$ cat src/rtl/present_sbox_pkg.sv
// present_sbox_pkg
//   Shared constants, tables, FSM encoding and helpers for the serialized
//   PRESENT S-box layer (present_sbox_seq) and its lookup lane.
//   Tables are packed 64-bit words: nibble i of the word holds S(i).
package present_sbox_pkg;

    localparam int STATE_W = 64;
    localparam int NIB_W   = 4;
    localparam int NIB_N   = STATE_W / NIB_W;

    // Forward:  0->C 1->5 2->6 3->B 4->9 5->0 6->A 7->D 8->3 9->E A->F B->8 C->4 D->7 E->1 F->2
    localparam logic [STATE_W-1:0] SBOX_FWD = 64'h2174_8FE3_DA09_B65C;
    // Inverse:  0->5 1->E 2->F 3->8 4->C 5->1 6->2 7->D 8->B 9->4 A->6 B->3 C->0 D->7 E->9 F->A
    localparam logic [STATE_W-1:0] SBOX_INV = 64'hA970_364B_D21C_8FE5;

    typedef enum logic [1:0] {
        IDLE = 2'd0,
        SUB  = 2'd1,
        DONE = 2'd2
    } state_t;

    // Number of SUB cycles needed to cover all nibbles with nsbox lanes.
    function automatic int sbox_k(input int nsbox);
        return NIB_N / nsbox;
    endfunction

    function automatic bit nsbox_legal(input int nsbox);
        return (nsbox == 1) || (nsbox == 2) || (nsbox == 4) ||
               (nsbox == 8) || (nsbox == 16);
    endfunction

    function automatic logic [NIB_W-1:0] sbox_lookup(input logic [STATE_W-1:0] tbl,
                                                     input logic [NIB_W-1:0]   nib);
        return tbl[NIB_W*nib +: NIB_W];
    endfunction

endpackage

$ cat src/rtl/present_sbox_seq_if.sv
// present_sbox_seq_if
//   Input and output valid/ready channels of present_sbox_seq.
//   in_*  : upstream state (in_valid, in_ready, in_data, in_inv)
//   out_* : substituted state (out_valid, out_ready, out_data)
//   master: the side that produces in_* and consumes out_*
//   slave : the S-box layer itself
import present_sbox_pkg::*;

interface present_sbox_seq_if;

    logic               in_valid;
    logic               in_ready;
    logic [STATE_W-1:0] in_data;
    logic               in_inv;
    logic               out_valid;
    logic               out_ready;
    logic [STATE_W-1:0] out_data;

    modport master (
        output in_valid, in_data, in_inv, out_ready,
        input  in_ready, out_valid, out_data
    );

    modport slave (
        input  in_valid, in_data, in_inv, out_ready,
        output in_ready, out_valid, out_data
    );

endinterface

$ cat src/rtl/present_sbox_lane.sv
// present_sbox_lane
//   One combinational 4-bit PRESENT S-box lookup.
//   Build option: PRESENT_SBOX_INV_EN adds the inverse table selected by inv;
//   without it only the forward table exists and inv is ignored.
//   Ports:
//     nib  in   4  nibble to substitute
//     inv  in   1  1 = inverse table (only with PRESENT_SBOX_INV_EN)
//     sub  out  4  substituted nibble
import present_sbox_pkg::*;

module present_sbox_lane (
    input  logic [NIB_W-1:0] nib,
    input  logic             inv,
    output logic [NIB_W-1:0] sub
);

`ifdef PRESENT_SBOX_INV_EN
    assign sub = inv ? sbox_lookup(SBOX_INV, nib) : sbox_lookup(SBOX_FWD, nib);
`else
    logic unused_inv;
    assign unused_inv = inv;
    assign sub        = sbox_lookup(SBOX_FWD, nib);
`endif

endmodule

$ cat src/rtl/present_sbox_seq.sv
// present_sbox_seq
//   Serialized PRESENT S-box layer. Accepts a 64-bit state, substitutes
//   NSBOX nibbles per cycle over K = 16/NSBOX cycles while rotating the
//   register so that nibble order is restored at the end, then presents
//   the result until the downstream takes it.
//   Build option: PRESENT_SBOX_INV_EN enables per-transaction inverse S-box
//   selection via in_inv (latched at acceptance).
//   Ports:
//     clk    in   1   rising-edge clock
//     rst    in   1   synchronous active-high reset
//     bus    slave modport of present_sbox_seq_if (in/out handshakes)
//     busy   out  1   high in SUB or DONE
//     scand  in   1   scan data in
//     scanq  out  1   scand delayed one clk edge, no reset
//   Parameter NSBOX: parallel lanes, one of 1/2/4/8/16.
//
//   state | meaning
//   ------+---------------------------------------------------------
//   IDLE  | in_ready=1, waiting for an upstream state
//   SUB   | substituting NSBOX nibbles per cycle, count = cycles done
//   DONE  | out_valid=1, holding result until out_ready
import present_sbox_pkg::*;

module present_sbox_seq #(
    parameter int NSBOX = 1
) (
    input  logic                     clk,
    input  logic                     rst,
    present_sbox_seq_if.slave        bus,
    output logic                     busy,
    input  logic                     scand,
    output logic                     scanq
);

    localparam int         K        = sbox_k(NSBOX);
    localparam int         SH       = NIB_W * NSBOX;
    localparam logic [3:0] CNT_LAST = 4'(K - 1);

    if (!nsbox_legal(NSBOX)) begin : g_bad_nsbox
        $error("present_sbox_seq: NSBOX must be 1, 2, 4, 8 or 16");
    end

    state_t             state_q;
    logic [3:0]         count_q;
    logic [STATE_W-1:0] data_q;
    logic               in_ready_q;
    logic               out_valid_q;
    logic               busy_q;
    logic               lane_inv;
    logic [SH-1:0]      lane_out;
    logic [STATE_W-1:0] sub_word;
    logic [STATE_W-1:0] rot_word;

`ifdef PRESENT_SBOX_INV_EN
    logic inv_q;
    assign lane_inv = inv_q;
`else
    logic unused_in_inv;
    assign unused_in_inv = bus.in_inv;
    assign lane_inv      = 1'b0;
`endif

    for (genvar gi = 0; gi < NSBOX; gi++) begin : g_lane
        present_sbox_lane u_lane (
            .nib (data_q[gi*NIB_W +: NIB_W]),
            .inv (lane_inv),
            .sub (lane_out[gi*NIB_W +: NIB_W])
        );
    end

    // Low SH bits substituted, then rotated right by SH so the next
    // untouched nibbles land on the lanes. With 16 lanes it is a plain load.
    if (SH == STATE_W) begin : g_full
        assign sub_word = lane_out;
        assign rot_word = sub_word;
    end else begin : g_part
        assign sub_word = {data_q[STATE_W-1:SH], lane_out};
        assign rot_word = {sub_word[SH-1:0], sub_word[STATE_W-1:SH]};
    end

    always_ff @(posedge clk) begin
        if (rst) begin
            state_q     <= IDLE;
            count_q     <= '0;
            data_q      <= '0;
            in_ready_q  <= 1'b1;
            out_valid_q <= 1'b0;
            busy_q      <= 1'b0;
`ifdef PRESENT_SBOX_INV_EN
            inv_q       <= 1'b0;
`endif
        end else begin
            case (state_q)
                IDLE: begin
                    if (bus.in_valid && in_ready_q) begin
                        data_q     <= bus.in_data;
`ifdef PRESENT_SBOX_INV_EN
                        inv_q      <= bus.in_inv;
`endif
                        count_q    <= '0;
                        state_q    <= SUB;
                        in_ready_q <= 1'b0;
                        busy_q     <= 1'b1;
                    end
                end
                SUB: begin
                    data_q  <= rot_word;
                    count_q <= count_q + 4'd1;
                    if (count_q == CNT_LAST) begin
                        state_q     <= DONE;
                        out_valid_q <= 1'b1;
                    end
                end
                DONE: begin
                    // in_ready stays low here: no accept alongside the output handshake.
                    if (bus.out_ready) begin
                        state_q     <= IDLE;
                        out_valid_q <= 1'b0;
                        in_ready_q  <= 1'b1;
                        busy_q      <= 1'b0;
                    end
                end
                default: begin
                    state_q     <= IDLE;
                    out_valid_q <= 1'b0;
                    in_ready_q  <= 1'b1;
                    busy_q      <= 1'b0;
                end
            endcase
        end
    end

    // Scan passthrough lives outside the functional reset domain.
    always_ff @(posedge clk) begin
        scanq <= scand;
    end

    assign bus.in_ready  = in_ready_q;
    assign bus.out_valid = out_valid_q;
    assign bus.out_data  = data_q;
    assign busy          = busy_q;

endmodule

$ cat src/flat_wrapper.sv
// flat-port wrapper written by rule: the top's interface ports become plain ports
module present_sbox_seq_flat 
#(
    parameter int NSBOX = 1
)
  (clk, rst, busy, scand, scanq, bus_in_valid, bus_in_data, bus_in_inv, bus_out_ready, bus_in_ready, bus_out_valid, bus_out_data);
  present_sbox_seq_if bus_i ();
  input  logic clk;
  input  logic rst;
  output logic busy;
  input  logic scand;
  output logic scanq;
  input wire logic [$bits(bus_i.in_valid)-1:0] bus_in_valid;
  input wire logic [$bits(bus_i.in_data)-1:0] bus_in_data;
  input wire logic [$bits(bus_i.in_inv)-1:0] bus_in_inv;
  input wire logic [$bits(bus_i.out_ready)-1:0] bus_out_ready;
  output wire logic [$bits(bus_i.in_ready)-1:0] bus_in_ready;
  output wire logic [$bits(bus_i.out_valid)-1:0] bus_out_valid;
  output wire logic [$bits(bus_i.out_data)-1:0] bus_out_data;
  assign bus_i.in_valid = bus_in_valid;
  assign bus_i.in_data = bus_in_data;
  assign bus_i.in_inv = bus_in_inv;
  assign bus_i.out_ready = bus_out_ready;
  assign bus_in_ready = bus_i.in_ready;
  assign bus_out_valid = bus_i.out_valid;
  assign bus_out_data = bus_i.out_data;
  present_sbox_seq #(.NSBOX(NSBOX)) u_core (.clk(clk), .rst(rst), .bus(bus_i), .busy(busy), .scand(scand), .scanq(scanq));
endmodule
$ cat config.mk
export PLATFORM = sky130hd
export DESIGN_NAME = present_sbox_seq_flat
export DESIGN_NICKNAME = d
export VERILOG_FILES = /design/src/rtl/present_sbox_pkg.sv /design/src/rtl/present_sbox_seq_if.sv /design/src/rtl/present_sbox_lane.sv /design/src/rtl/present_sbox_seq.sv /design/src/flat_wrapper.sv
export SDC_FILE = /design/constraint.sdc
export NUM_CORES = 1
export LEC_CHECK = 0
export BUFFER_PORTS_ARGS = -buffer_cell sky130_fd_sc_hd__buf_2
export CAP_MARGIN = 10
export CORE_MARGIN = 5
export CORE_UTILIZATION = 30
export CTS_BUF_LIST = sky130_fd_sc_hd__clkbuf_16
export DETAILED_ROUTE_END_ITERATION = 7
export GPL_TIMING_DRIVEN = 0
export PLACE_DENSITY_LB_ADDON = 0.15
export RECOVER_POWER = 100
export SYNTH_ARGS = -nofsm -noshare
export SYNTH_HDL_FRONTEND = slang
export SYNTH_SLANG_ARGS = --single-unit
$ cat constraint.sdc
create_clock -name clk -period 2 [get_ports clk]
set_clock_uncertainty 0.15 [all_clocks]
set_input_delay 0.6 -clock clk [delete_from_list [all_inputs] [get_ports clk]]
set_output_delay 0.6 -clock clk [all_outputs]
set_load 0.01 [all_outputs]
==> reports/results.tsv, run 1 <==
stage	metric	value	unit
outcome	status	finished, final reports clean	
synthesis	Post-synth EDFFs	0	
route	met1 WL	6230	um
route	DR DRC count	0	
route	vias per cell	5.08	
setup_path	Slowest cell on crit path	dfxtp_1	
power	VDD IR max	0.466	mV
route	DRT Pass-1 Iters	4	
setup_path	CP required	1250	ps
setup_path	CP bufs+invs	1	
route	Routed Antenna Nets	0	
worst_hold_path	HP Class	in2reg	
timing	maximum achievable frequency	561	MHz
setup_path	Worst Path Max Fanout	8	
floorplanning	Die ar.	15700	um2
floorplanning	Initial Utilization	30.4	%
place	Port Buffers	136	
global_routing	gr ovfl total	0	
layout	Register Area	1480	um2
route	Iter 0 DRT Violations	230	
floorplanning	I/O pins	138	
route	met2 WL	5980	um
timing	slew at the pin with the worst max-slew slack	636	ps
layout	area occupied by multi-input gates	2010	um2
timing	Relative slew margins	57.6	%
clock_tree	Clock Tree Root	clkbuf_16	
timing	Slew Viols, Final	0	
route	Routed WL	13100	um
timing	final hold vios	0	
clock_tree	setup bufs post-CTS	0	
route	Top Layer Used	met5	
clock_tree	H-tree levels	3	
clock_tree	Skew-Pair Late Insertion Delay	330	ps
layout	commonest non-fill, non-tap cell in the layout	nand2_1	
synthesis	Mapped Cells	452	
clock_tree	TritonCTS Buffers	9	
setup_path	Critical Path Start Type	register	
synthesis	Netlist cell types	47	
timing	post-route clock period utilization	89.2	%
setup_path	Crit Path Category	reg2out	
synthesis	ys async rst share	0	%
floorplanning	Die Ht	125	um
clock_tree	Hold Buf Count CTS	0	
setup_path	data arrival time of the worst path	1030	ps
place	RePlAce Congestion	0.840	
route	DR WL/cell	16.8	um
setup_path	Crit path largest cell delay	520	ps
setup_path	worst path cell trace	clkbuf_1	
floorplanning	FP Rows	42	
route	routed vias	3959	
layout	area grow syn2layout	21.8	%
layout	commonest cells after routing, fill and taps aside	nand2_1 (113), clkbuf_1 (86), buf_2 (84)	
layout	layout cell share with drive strength beyond 1	22.7	%
clock_tree	CTS tree	built	
synthesis	Yosys warning count	0	
synthesis	synthesized area	3990	um2
job	max cap viols	0	
floorplanning	Die X	125	um
synthesis	FF+latch count, synth	74	
setup_path	Crit. End Element	output port	
clock_tree	clock-pin slew reported for the worst setup and hold paths after clock tree synthesis	60	ps
power	total power	4.07	mW
clock_tree	Max clock buf depth	2	
global_routing	antenna violations before repair	1	
synthesis	register area share after synthesis	37.1	%
timing	fin crit period	1780	ps
floorplanning	core area	13100	um2
synthesis	syn nets	528	
layout	Finished Layout Cells	780	
power	pwr dens	838	nW/um2
layout	Fillers	1493	
timing	unrepaired setup endpoints after global routing	false	
global_routing	number of global-route vias before repair	4087	
clock_tree	CTS resizes	0	
global_routing	largest net degree at the start of global routing	12	
global_routing	first-pass GRT wire length	21100	um
setup_path	Crit path max-delay family	flip-flops	
timing	Final Setup Violations	0	
clock_tree	Sink Count	74	
place	dpl hpwl	9670	um
layout	Final nets	675	
power	Leak Pwr	1.88	nW
global_routing	GRT Overall Usage	16.3	%
synthesis	Avg Inst Size Synth	8.83	um2
route	DR WL met3	838	um
layout	Ant. Diodes	0	
synthesis	Primary FF master, synth	dfxtp_1	
place	dpl cells	764	
## final timing paths
kind | from | to | slack, ps | cells after the start
max | u_core.bus.out_data[2]$_SDFFE_PP0P_ | bus_out_data[2] | 220 | 1
min | scand | u_core.scanq$_DFF_P_ | 220 | 1
max reg2reg | u_core.state_q[0]$_SDFFE_PP0P_ | u_core.bus.out_data[45]$_SDFFE_PP0P_ | 230 | 5
min reg2reg | u_core.count_q[3]$_SDFFE_PP0P_ | u_core.count_q[3]$_SDFFE_PP0P_ | 330 | 1
## sequential cells by signal, summed over array words and instances (netlist names)
register,cells
u_core.count_q,4
u_core.bus.out_data,64
u_core.state_q,2
u_core.bus.out_valid,1
u_core.bus.in_ready,1
u_core.busy,1
u_core.scanq,1
## layer usage
metal / up-vias / track usage, %
met3: 6 / 5.16
li1: 1943 / -
met4: 2 / 3.32
met1: 1898 / 22.2
met5: - / 0
met2: 110 / 25.7
## report_power, final
part	internal [mW]	switching, mW	total (mW)
clock	0.815	0.589	1.40
sequential	1.62	0.138	1.76
combinational	0.375	0.537	0.912
total	2.81	1.26	4.07
## through the flow
stage | utilization, % | TNS, ps | hold slack, ps | setup slack, ps | instance area, um2
2_1_floorplan | - | 0 | 277 | 371 | 3990
3_3_place_gp | 37.2 | -3430 | 298 | -126 | 4890
3_5_place_dp | 37.2 | -3680 | 310 | -119 | 4890
4_1_cts | 39.2 | 0 | 210 | 194 | 5150
5_1_grt | 37.0 | 0 | 210 | 90.4 | 4860
6_report | 37.0 | 0 | 223 | 216 | 4860
## Yosys cell counts, types with 2 or more instances
cell type,count,area [um2]
or3_1,2,12.5
o21bai_1,2,15.0
o21ai_1,10,50.1
a21oi_1,67,335
ha_1,6,75.1
dfxtp_1,74,1480
nand2b_1,4,25.0
a311oi_1,2,17.5
nand4b_1,13,114
o21ai_0,7,35.0
nand2_1,113,424
a211oi_1,3,22.5
a31oi_1,2,12.5
buf_2,18,90.1
buf_6,4,45.0
clkbuf_1,16,60.1
inv_1,5,18.8
nor2_1,4,15.0
nor2b_1,4,25.0
buf_4,10,75.1
a311oi_2,47,706
a21o_1,14,105
## cells by family (layout without fill, tap and decap cells)
logic type	Yosys count	count (layout)	share of synthesized area, %
buffers and inverters	55	207	7.43
AOI/OAI and AO/OA	167	167	36.0
muxes	1	1	0.282
adders and majority gates	6	6	1.88
and+or+nand+nor	149	149	17.3
DFF	74	74	37.1
## layout make-up
| type | count | area share, % |
|---|---|---|
| buffer | 49 | 5.61 |
| clock buffer | 9 | 4.63 |
| clock inverter | 7 | 0.618 |
| inverter | 6 | 0.463 |
| multi-input combinational | 323 | 41.4 |
| sequential | 74 | 30.5 |
| tap | 176 | 4.53 |
| timing repair buffer | 136 | 12.2 |
Note: power is estimated with default switching activity, not from simulation.
==> inputs of run 2 (changes only) <==
==> constraint.sdc (replaced) <==
create_clock -name clk -period 2 [get_ports clk]
set_clock_uncertainty 0.15 [all_clocks]
set_input_delay 0.4 -clock clk [delete_from_list [all_inputs] [get_ports clk]]
set_output_delay 0.4 -clock clk [all_outputs]
set_load 0.01 [all_outputs]
==> reports/results.tsv, run 2 (synthesis gave the netlist of run 1 again) <==
stage	metric	value	unit	change
setup_path	Crit Path Category	reg2reg		was reg2out
power	Leak Pwr	1.86	nW	was 1.88 nW
clock_tree	Max clock buf depth	2		unchanged
route	DR DRC count	0		unchanged
clock_tree	H-tree levels	3		unchanged
global_routing	antenna violations before repair	1		unchanged
layout	layout cell share with drive strength beyond 1	20.9	%	was 22.7%
job	max cap viols	0		unchanged
setup_path	RR Endpoint	u_core.bus.out_data[37]$_SDFFE_PP0P_		was u_core.bus.out_data[45]$_SDFFE_PP0P_
global_routing	largest net degree at the start of global routing	12		unchanged
place	dpl hpwl	9670	um	unchanged
setup_path	Crit. End Element	register		was output port
route	met1 WL	6270	um	was 6230 um
power	total power	4.05	mW	was 4.07 mW
global_routing	first-pass GRT wire length	21100	um	unchanged
setup_path	data arrival time of the worst path	1860	ps	was 1030 ps
timing	fin crit period	1760	ps	was 1780 ps
clock_tree	Skew-Pair Late Insertion Delay	330	ps	about the same
clock_tree	clock-pin slew reported for the worst setup and hold paths after clock tree synthesis	60	ps	about the same
route	Routed WL	13100	um	about the same
floorplanning	I/O pins	138		unchanged
setup_path	CP Launch Point	u_core.bus.in_ready$_SDFFE_PP1P_		was u_core.bus.out_data[2]$_SDFFE_PP0P_
global_routing	number of global-route vias before repair	4087		unchanged
place	dpl cells	764		unchanged
clock_tree	CTS resizes	0		unchanged
layout	commonest cells after routing, fill and taps aside	nand2_1 (113), clkbuf_1 (87), buf_2 (83)		was nand2_1 (113), clkbuf_1 (86), buf_2 (84)
layout	Ant. Diodes	0		unchanged
layout	Final nets	675		unchanged
timing	post-route clock period utilization	88.0	%	was 89.2%
route	DR WL met3	730	um	was 838 um
setup_path	Critical Path Start Type	register		unchanged
timing	slew at the pin with the worst max-slew slack	558	ps	was 636 ps
power	switching share of total power	30.9	%	was 31.0%
layout	Util after Layout	36.5	%	was 37.0%
floorplanning	FP Rows	42		unchanged
clock_tree	CTS tree	built		unchanged
timing	unrepaired setup endpoints after global routing	false		unchanged
timing	Slew Viols, Final	0		unchanged
global_routing	GRT Overall Usage	16.3	%	unchanged
clock_tree	setup bufs post-CTS	0		unchanged
floorplanning	Die X	125	um	unchanged
clock_tree	Hold Buf Count CTS	0		unchanged
floorplanning	Die Ht	125	um	unchanged
floorplanning	Die ar.	15700	um2	unchanged
clock_tree	TritonCTS Buffers	9		unchanged
layout	max reg flops	64		unchanged
clock_tree	Sink Count	74		unchanged
route	vias per cell	5.06		was 5.08
setup_path	worst r2r src	u_core.bus.in_ready$_SDFFE_PP1P_		was u_core.state_q[0]$_SDFFE_PP0P_
power	Comb power frac	21.9	%	was 22.4%
floorplanning	core area	13100	um2	unchanged
timing	maximum achievable frequency	568	MHz	was 561 MHz
clock_tree	Clock Tree Root	clkbuf_16		unchanged
place	Port Buffers	136		unchanged
layout	design area	4800	um2	was 4860 um2
timing	final hold vios	0		unchanged
route	met2 WL	6050	um	was 5980 um
power	pwr dens	843	nW/um2	was 838 nW/um2
timing	Relative slew margins	62.8	%	was 57.6%
layout	Fillers	1503		was 1,493
timing	Final Setup Violations	0		unchanged
outcome	status	finished, final reports clean		unchanged
power	Clk pwr share	34.7	%	was 34.5%
layout	commonest non-fill, non-tap cell in the layout	nand2_1		unchanged
setup_path	Worst Path Max Fanout	10		was 8
power	P_sw	1.25	mW	was 1.26 mW
setup_path	worst reg2reg path depth	5		unchanged
setup_path	CP required	2110	ps	was 1250 ps
timing	Final TNS setup	0	ps	unchanged
place	RePlAce Congestion	0.840		unchanged
setup_path	R2R setup slack	240	ps	was 230 ps
worst_hold_path	HP Class	in2reg		unchanged
route	Top Layer Used	met5		unchanged
floorplanning	Initial Utilization	30.4	%	unchanged
global_routing	gr ovfl total	0		unchanged
route	DR WL/cell	16.8	um	about the same
power	VDD IR max	0.461	mV	was 0.466 mV
layout	area grow syn2layout	20.3	%	was 21.8%
route	Routed Antenna Nets	0		unchanged
layout	Finished Layout Cells	780		unchanged
route	Iter 0 DRT Violations	266		was 230
route	DRT Pass-1 Iters	4		unchanged
power	internal power	2.80	mW	was 2.81 mW
route	routed vias	3950		was 3,959
setup_path	Setup crit end	u_core.bus.out_data[37]$_SDFFE_PP0P_		was bus_out_data[2]
power	Reg power frac	43.4	%	was 43.2%
place	cell area after placement	4890	um2	unchanged
[run 2: area by class of cell]
cell class | count | area (um2) | area share [%]
sequential | 74 | 1480 | 30.9
timing repair buffer | 136 | 594 | 12.4
clock inverter | 7 | 30.0 | 0.625
clock buffer | 9 | 225 | 4.69
tap | 176 | 220 | 4.59
inverter | 6 | 22.5 | 0.469
multi-input combinational | 323 | 1960 | 40.7
buffer | 49 | 272 | 5.66
[run 2: how the worst min path moves through the flow]
stage	cells past startpoint	start	endpoint
5_1_grt	1	scand	u_core.scanq$_DFF_P_
3_3_place_gp	1	u_core.count_q[3]$_SDFFE_PP0P_	u_core.count_q[3]$_SDFFE_PP0P_
2_1_floorplan	1	u_core.count_q[3]$_SDFFE_PP0P_	u_core.count_q[3]$_SDFFE_PP0P_
6_report	1	scand	u_core.scanq$_DFF_P_
4_1_cts	1	scand	u_core.scanq$_DFF_P_
3_5_place_dp	1	u_core.count_q[3]$_SDFFE_PP0P_	u_core.count_q[3]$_SDFFE_PP0P_
[run 2: power by group through the flow]
| stage | Sequential [mW] | Combinational [mW] | Clock (mW) |
|---|---|---|---|
| floorplan | 1.82 | 0.612 | 0 |
| CTS | 1.75 | 1.03 | 1.45 |
| finish | 1.76 | 0.887 | 1.40 |
| detailed placement | 1.78 | 1.03 | 0 |
| global route | 1.78 | 0.989 | 1.52 |
| global placement | 1.79 | 1.01 | 0 |
[run 2: critical path, stage by stage, from the launching register on]
cell and delay [ps]:
dfxtp_1 450, buf_4 230, clkbuf_1 370, nand4b_1 180, a21o_1 200, a21oi_1 110
[run 2: layer usage]
metal  GRT usage (%)  vias to the layer above
met5               0                        -
met4            3.32                        2
met3            5.16                        6
met2            25.7                       99
met1            22.2                     1898
li1                -                     1945
[run 2: through the flow]
stage | setup slack, ps | hold slack [ps]
6_report | 240 | 23.6
5_1_grt | 91.9 | 9.81
3_3_place_gp | 74.2 | 298
3_5_place_dp | 80.9 | 310
4_1_cts | 274 | 10.1
2_1_floorplan | 434 | 277
==> inputs of run 3 (changes only) <==
CTS_BUF_LIST = sky130_fd_sc_hd__clkbuf_4 sky130_fd_sc_hd__clkbuf_8 sky130_fd_sc_hd__clkbuf_16   (was sky130_fd_sc_hd__clkbuf_16)
==> reports/results.tsv, run 3 (synthesis gave the netlist of run 1 again) <==
stage	metric	value	unit	change
global_routing	number of global-route vias before repair	4075		was 4,087
route	Iter 0 DRT Violations	245		was 266
setup_path	Crit. End Element	register		unchanged
global_routing	gr ovfl total	0		unchanged
power	Leak Pwr	1.87	nW	was 1.86 nW
place	cell area after placement	4890	um2	unchanged
clock_tree	CTS resizes	0		unchanged
layout	layout cell share with drive strength beyond 1	21.7	%	was 20.9%
global_routing	antenna violations before repair	1		unchanged
timing	post-route clock period utilization	88.2	%	was 88.0%
place	Port Buffers	136		unchanged
route	routed vias	3975		was 3,950
layout	design area	4830	um2	was 4800 um2
global_routing	largest net degree at the start of global routing	12		unchanged
clock_tree	setup bufs post-CTS	0		unchanged
floorplanning	Die ar.	15700	um2	unchanged
setup_path	Crit path largest cell delay	450	ps	about the same
timing	Relative slew margins	62.7	%	was 62.8%
setup_path	CP bufs+invs	2		unchanged
setup_path	Crit path max-delay family	buffers and inverters		unchanged
timing	final hold vios	0		unchanged
global_routing	GRT Overall Usage	16.3	%	about the same
place	RePlAce Congestion	0.840		unchanged
job	max cap viols	0		unchanged
floorplanning	Initial Utilization	30.4	%	unchanged
layout	Ant. Diodes	0		unchanged
setup_path	data arrival time of the worst path	1870	ps	was 1860 ps
layout	Finished Layout Cells	780		unchanged
floorplanning	core area	13100	um2	unchanged
timing	Final TNS setup	0	ps	unchanged
layout	area grow syn2layout	21.0	%	was 20.3%
global_routing	first-pass GRT wire length	21100	um	about the same
clock_tree	CTS tree	built		unchanged
clock_tree	clock-pin slew reported for the worst setup and hold paths after clock tree synthesis	60	ps	about the same
timing	Final Setup Violations	0		unchanged
clock_tree	TritonCTS Buffers	9		unchanged
setup_path	CP required	2100	ps	was 2110 ps
route	DR WL/cell	16.8	um	about the same
clock_tree	Sink Count	74		unchanged
outcome	status	finished, final reports clean		unchanged
route	Routed Antenna Nets	0		unchanged
floorplanning	Die Ht	125	um	unchanged
setup_path	Slowest cell on crit path	dfxtp_1		unchanged
setup_path	Critical Path Start Type	register		unchanged
floorplanning	Die X	125	um	unchanged
layout	Final nets	675		unchanged
setup_path	worst path cell trace	buf_4 > clkbuf_1 > nand4b_1 > a21o_1 > a21oi_1		unchanged
timing	Slew Viols, Final	0		unchanged
place	dpl cells	764		unchanged
place	dpl hpwl	9670	um	unchanged
route	vias per cell	5.10		was 5.06
setup_path	Crit Path Category	reg2reg		unchanged
timing	maximum achievable frequency	567	MHz	was 568 MHz
timing	fin crit period	1760	ps	about the same
layout	commonest cells after routing, fill and taps aside	nand2_1 (113), clkbuf_1 (87), buf_2 (83)		unchanged
layout	max reg flops	64		unchanged
setup_path	Worst Path Max Fanout	10		unchanged
power	pwr dens	859	nW/um2	was 843 nW/um2
route	DRT Pass-1 Iters	4		unchanged
timing	unrepaired setup endpoints after global routing	false		unchanged
timing	slew at the pin with the worst max-slew slack	560	ps	was 558 ps
setup_path	R2R setup slack	240	ps	about the same
clock_tree	Hold Buf Count CTS	0		unchanged
power	VDD IR max	0.460	mV	was 0.461 mV
route	Routed WL	13100	um	about the same
floorplanning	FP Rows	42		unchanged
clock_tree	Max clock buf depth	2		unchanged
route	DR DRC count	0		unchanged
layout	commonest non-fill, non-tap cell in the layout	nand2_1		unchanged
clock_tree	H-tree levels	3		unchanged
clock_tree	Skew-Pair Late Insertion Delay	330	ps	about the same
floorplanning	I/O pins	138		unchanged
worst_hold_path	HP Class	in2reg		unchanged
clock_tree	Clock Tree Root	clkbuf_16		unchanged
-- run 3: worst paths after layout --
kind	startpoint	end	cells after the start
setup / recovery	u_core.bus.in_ready$_SDFFE_PP1P_	u_core.bus.out_data[37]$_SDFFE_PP0P_	5
hold / removal	scand	u_core.scanq$_DFF_P_	1
setup reg to reg	u_core.bus.in_ready$_SDFFE_PP1P_	u_core.bus.out_data[37]$_SDFFE_PP0P_	5
hold reg to reg	u_core.count_q[3]$_SDFFE_PP0P_	u_core.count_q[3]$_SDFFE_PP0P_	1
-- run 3: per-layer routing --
| metal | track usage [%] | up-vias | share of wire, % | routed length [um] |
|---|---|---|---|---|
| met5 | 0 | - | 0.084 | 11 |
| met4 | 3.32 | 2 | 0.74 | 97 |
| met3 | 5.16 | 8 | 6.3 | 821 |
| met2 | 25.6 | 115 | 45 | 5950 |
| met1 | 22.2 | 1904 | 47 | 6200 |
| li1 | - | 1946 | - | - |
-- run 3: area by class of cell --
type	instances	area [um2]
buffer	49	272
clock buffer	13	262
clock inverter	3	15.0
fill	1499	8310
inverter	6	22.5
multi-input combinational	323	1960
sequential	74	1480
tap	176	220
timing repair buffer	136	594
-- run 3: power by group --
| group | total (mW) | switching [mW] | internal (mW) |
|---|---|---|---|
| Combinational | 0.889 | 0.525 | 0.364 |
| Sequential | 1.76 | 0.138 | 1.62 |
| Clock | 1.50 | 0.590 | 0.909 |
-- run 3: through the flow --
| stage | hold slack [ps] | worst slack, ps | util (%) | total power, mW |
|---|---|---|---|---|
| 2_1_floorplan | 277 | 434 | - | 2.43 |
| 5_1_grt | 9.81 | 92.4 | 36.8 | 4.39 |
| 6_report | 24.0 | 236 | 36.8 | 4.15 |
| 3_3_place_gp | 298 | 74.2 | 37.2 | 2.80 |
| 3_5_place_dp | 310 | 80.9 | 37.2 | 2.81 |
| 4_1_cts | 10.1 | 274 | 39.3 | 4.33 |
